==> src/rtl/npc_fetch_ctrl.sv <==
// Fetch-stage PC owner: picks the next PC from exception/eret/jump/branch/sequential
// sources and sequences imem fetches, parking redirects that arrive mid-fetch.
module npc_fetch_ctrl #(
   parameter logic [31:0] RESET_PC = 32'h0000_3000,
   parameter logic [31:0] EXC_PC   = 32'h0000_4180
) (
   input  logic        clk,
   input  logic        reset,
   input  logic        stall_i,
   input  logic        br_taken_i,
   input  logic [31:0] br_target_i,
   input  logic        j_taken_i,
   input  logic [31:0] j_target_i,
   input  logic        exc_i,
   input  logic        eret_i,
   input  logic [31:0] epc_i,
   input  logic        imem_ready_i,
   output logic        imem_req_o,
   output logic [31:0] imem_addr_o,
   output logic [31:0] pc_o,
   output logic [31:0] pc4_o,
   output logic        if_valid_o,
   output logic        adel_o
);

   typedef enum logic [1:0] {
      ST_BOOT  = 2'd0,
      ST_FETCH = 2'd1,
      ST_HOLD  = 2'd2
   } state_t;

   state_t      state_r;
   state_t      state_nx_s;
   logic [31:0] pc_r;
   logic [31:0] pc_nx_s;
   logic        pend_valid_r;
   logic        pend_valid_nx_s;
   logic [31:0] pend_addr_r;
   logic [31:0] pend_addr_nx_s;
   logic        req_r;
   logic        adel_r;
   logic        if_valid_s;
   logic        redir_hi_s;
   logic        redir_s;
   logic [31:0] redir_tgt_s;

   // Redirect request and target; D-stage jump/branch only count when the pipe advances
   always_comb begin
      redir_hi_s = exc_i | eret_i;
      redir_s    = redir_hi_s | (~stall_i & (j_taken_i | br_taken_i));
      if (exc_i) begin
         redir_tgt_s = EXC_PC;
      end else if (eret_i) begin
         redir_tgt_s = epc_i;
      end else if (j_taken_i) begin
         redir_tgt_s = j_target_i;
      end else begin
         redir_tgt_s = br_target_i;
      end
   end

   // Next-state, next-PC and pending-redirect selection
   always_comb begin
      state_nx_s      = state_r;
      pc_nx_s         = pc_r;
      pend_valid_nx_s = pend_valid_r;
      pend_addr_nx_s  = pend_addr_r;
      if_valid_s      = 1'b0;
      case (state_r)
         ST_BOOT: begin
            state_nx_s = ST_FETCH;
         end
         ST_FETCH: begin
            if (imem_ready_i) begin
               // A redirect or parked target makes the returning instruction stale
               if (redir_s || pend_valid_r) begin
                  pc_nx_s         = redir_s ? redir_tgt_s : pend_addr_r;
                  pend_valid_nx_s = 1'b0;
               end else if (!stall_i) begin
                  if_valid_s = 1'b1;
                  pc_nx_s    = pc_r + 32'd4;
               end else begin
                  state_nx_s = ST_HOLD;
               end
            end else begin
               if (redir_s) begin
                  pend_valid_nx_s = 1'b1;
                  pend_addr_nx_s  = redir_tgt_s;
               end else begin
                  pend_valid_nx_s = pend_valid_r;
               end
            end
         end
         ST_HOLD: begin
            if (redir_hi_s) begin
               pc_nx_s    = redir_tgt_s;
               state_nx_s = ST_FETCH;
            end else if (!stall_i) begin
               state_nx_s = ST_FETCH;
            end else begin
               state_nx_s = ST_HOLD;
            end
         end
         default: begin
            state_nx_s = ST_BOOT;
         end
      endcase
   end

   // State, PC, pending redirect and registered request/misalign outputs
   always_ff @(posedge clk or posedge reset) begin
      if (reset) begin
         state_r      <= ST_BOOT;
         pc_r         <= RESET_PC;
         pend_valid_r <= 1'b0;
         pend_addr_r  <= 32'd0;
         req_r        <= 1'b0;
         adel_r       <= 1'b0;
      end else begin
         state_r      <= state_nx_s;
         pc_r         <= pc_nx_s;
         pend_valid_r <= pend_valid_nx_s;
         pend_addr_r  <= pend_addr_nx_s;
         req_r        <= (state_nx_s == ST_FETCH);
         adel_r       <= (state_nx_s == ST_FETCH) && (pc_nx_s[1:0] != 2'b00);
      end
   end

   assign imem_req_o  = req_r;
   assign imem_addr_o = pc_r;
   assign pc_o        = pc_r;
   assign pc4_o       = pc_r + 32'd4;
   assign if_valid_o  = if_valid_s;
   assign adel_o      = adel_r;

endmodule

==> config.mk <==
export PLATFORM = sky130hd
export DESIGN_NAME = npc_fetch_ctrl
export DESIGN_NICKNAME = d
export VERILOG_FILES = /design/src/rtl/npc_fetch_ctrl.sv
export SDC_FILE = /design/constraint.sdc
export NUM_CORES = 1
export LEC_CHECK = 0
export ABC_AREA = 1
export BUFFER_PORTS_ARGS = -buffer_cell sky130_fd_sc_hd__buf_2
export CAP_MARGIN = 20
export CORE_MARGIN = 2
export CORE_UTILIZATION = 50
export DETAILED_ROUTE_END_ITERATION = 8
export GPL_ROUTABILITY_DRIVEN = 0
export GPL_TIMING_DRIVEN = 0
export HOLD_SLACK_MARGIN = 0.08
export MAX_ROUTING_LAYER = met4
export PLACE_DENSITY = 0.8
export SLEW_MARGIN = 20
export SYNTH_ARGS = -nofsm -noshare
export SYNTH_HDL_FRONTEND = slang
export SYNTH_SLANG_ARGS = --single-unit
==> constraint.sdc <==
create_clock -name clk -period 2.5 [get_ports clk]
set_clock_uncertainty 0.15 [all_clocks]
set_input_delay 0 -clock clk [delete_from_list [all_inputs] [get_ports clk]]
set_output_delay 0 -clock clk [all_outputs]
set_load 0.1 [all_outputs]
==> summary.txt <==
Status: completed
Mapped Area: 0.00579 mm^2
Via density: 5.35
Vias in the first global route: 6,834
Initial DRC count: 747
Net count reported at finish: 1,384
Die ar.: 0.0125 mm^2
RSZ-0062 raised after global routing: no
Total detailed-routing wirelength: 21,200 um
Htree depth: 3
Relative max-transition margin: 62.7%
Antenna violations before repair: 0
Post-synthesis sequential area ratio: 29.9%
Ys flop type: dfrtp_1
Drt drc: 0
Setup WS post-layout: 0.115 ns
Peak supply drop: 0.00134 V
Max-cap violations: 0
Post-synthesis sequential element count: 69
Deepest clock path buffer count: 2
Layout Cells excl Fill: 1,424
Pwr Total: 9.83 mW
Synth unique cells: 31
First-pass GRT wire length: 33,400 um
Global-route usage over all layers: 34.2%
Worst path slowest cell: dfrtp_1
Hold Path Class: primary input to flop
HPWL Detailed: 15,000 um
CP required: 2.58 ns
Slew @ Worst Pin: 0.560 ns
Count leader, synth: nand2_1
Mapped Avg Cell Area: 5.85 um^2
Max Clk Rate: 0.419 GHz
Buffers added on ports: 202
Cell count after synthesis: 989
Clock Sinks: 69
Most used cell, CP: nand2_1
Post-synth top cells: nand2_1 (415), nor2_1 (112), inv_1 (92)
Setup WS pre-CTS: 0.313 ns
Worst Setup End Kind: flop
Final max-slew violation count: 0
Synth-to-Final Area Change: 39.7%
CTS tree: yes
Register clock-pin slew on the reported worst setup and hold paths: 0.06 ns
Period Utilization, post-route: 95.4%
Worst path cell trace: inv_1 -> ha_1 -> nand2_1 -> clkinv_1 -> buf_2 -> nand3_1 -> o21ai_0 -> nand2_1 -> nand2_1
Die height: 112 um
ANT nets after route: 0
Via count: 7,620
Fin crit period: 2.39 ns
Largest area contributor in the netlist: dfrtp_1
Final Hold Vio Count: 0
Grt ovf: 0
1st-pass router iterations: 6
Startpoint Class: flop
Post-CTS Setup Bufs: 0
Rows: 39
Worst hold margin: 0.0888 ns
Largest net degree at the start of global routing: 40
Die Width: 112 um
Crit path buf inv count: 3
Number of fill cells: 995
Placed insts: 1,335
Critical Setup Path Class: flop to flop
Pleak: 4.53 nW
Top Family by Delay on Critical Path: buffers and inverters
Critical Path Max Stage Delay: 0.38 ns
Number of enable flip-flop cells after synthesis: 0
Finish-stage setup viols: 0
Root buffer cell: clkbuf_16
Per-cell routed wire length: 14.9 um
CTS Buf Count: 9
Share of layout cells above drive strength 1: 24.9%
Critical path peak fanout: 10
Asr flop ratio synth: 100%
Area contributors post-synth: dfrtp_1 (29%), nand2_1 (27%), nor2_1 (7.3%)
Clock latency on the worst-skew pair: 0.34 ns
CP arrival: 2.46 ns
Syn Nets: 1,098
PD cells: 1210 mW/mm^2
Ys Warns: 0
I/O pin count: 203
Initial Utilization: 50.9%
Top-area cell type share of the netlist area: 29.0%
Core area: 0.0114 mm^2
layout make-up:
class | count | area, um^2 | share of cell area (%)
Sequential cell | 69 | 1740 | 21.5
Clock inverter | 7 | 75.1 | 0.928
Clock buffer | 9 | 225 | 2.78
Buffer | 75 | 475 | 5.88
Inverter | 99 | 378 | 4.67
Multi-Input combinational cell | 746 | 3230 | 39.9
Antenna cell | 1 | 2.50 | 0.0309
Timing Repair Buffer | 275 | 1780 | 22.0
Tap cell | 143 | 179 | 2.21
tightest hold or removal path: stages:
cell     delay (ns)
buf_2          0.10
inv_1          0.04
nand2_1        0.04
nand2_1        0.05
o21ai_1        0.09
nand2_1        0.07
nand2_1        0.05
nand2_1        0.05
nand2_1        0.04
where the power goes:
group          internal (mW)  switching [mW]  total (mW)
Clock                  0.777           0.517        1.29
Combinational           1.32            5.15        6.48
Sequential              1.59           0.465        2.06
Total                   3.69            6.13        9.83
cell usage in the layout (no fill, tap or decap), drive strengths merged, types with 3 or more instances in the layout:
cell,netlist,routed
buf,68,264
nand2,416,416
clkbuf,7,23
o21bai,3,3
nand3,76,76
dlygate4sd3,0,72
o21ai,72,72
or2,3,3
a31oi,28,28
xor2,3,3
nor2,115,115
inv,97,97
dfrtp,67,67
ha,5,5
clkinv,2,7
a21oi,16,16
per-layer routing:
layer / up-vias / GRT usage, % / part of all wire, %
li1: 3651 / - / -
met1: 3369 / 42.9 / 41
met2: 512 / 53.8 / 45
met3: 88 / 6.97 / 10
met4: 0 / 14.6 / 3.9
met5: - / - / 0
final timing paths:
path | startpoint | endpoint | slack (ns) | depth (start not counted)
max in group asynchronous | reset | pend_addr_r[20]$_DFFE_PP0P_ | 0.99 | 5
worst min register to register | pend_addr_r[1]$_DFFE_PP0P_ | pend_addr_r[1]$_DFFE_PP0P_ | 0.34 | 2
worst max register to register | state_r[1]$_DFF_PP0_ | imem_addr_o[3]$_DFFE_PP0P_ | 0.11 | 9
worst max-delay path | state_r[1]$_DFF_PP0_ | imem_addr_o[3]$_DFFE_PP0P_ | 0.11 | 9
min in group asynchronous | reset | imem_addr_o[11]$_DFFE_PP0P_ | 0.64 | 4
worst min-delay path | br_target_i[21] | imem_addr_o[21]$_DFFE_PP0P_ | 0.09 | 9
through the flow:
step                      TNS (ns)  utilization [%]  area, um^2
after floorplan                  0                -        5820
after global placement      -21.12             61.7        7010
after detailed placement         0             61.9        7030
after CTS                        0             70.9        8060
after global routing             0             71.1        8090
final                            0             71.2        8090
registers in the layout, indices dropped and copies added (netlist names):
signal        count
imem_addr_o      32
pend_addr_r      32
state_r           2
adel_o            1
imem_req_o        1
pend_valid_r      1
repair_timing:
item,4_1_cts,5_1_grt
endpoints found under the hold margin,133,0
setup endpoints to repair,1,10
gates resized for setup,2,12
hold buffers,72,0
logic make-up after synthesis:
logic type / Yosys count / synth area share [%]
AO/OA/AOI/OAI: 121 / 11.4
XOR/XNOR: 5 / 0.756
adder cells (fa/ha/maj): 5 / 1.08
buffers and inverters: 174 / 14.6
flip-flops: 69 / 29.9
AND/OR/NAND/NOR: 615 / 42.3
No activity file was read; power rests on OpenSTA's default activity.
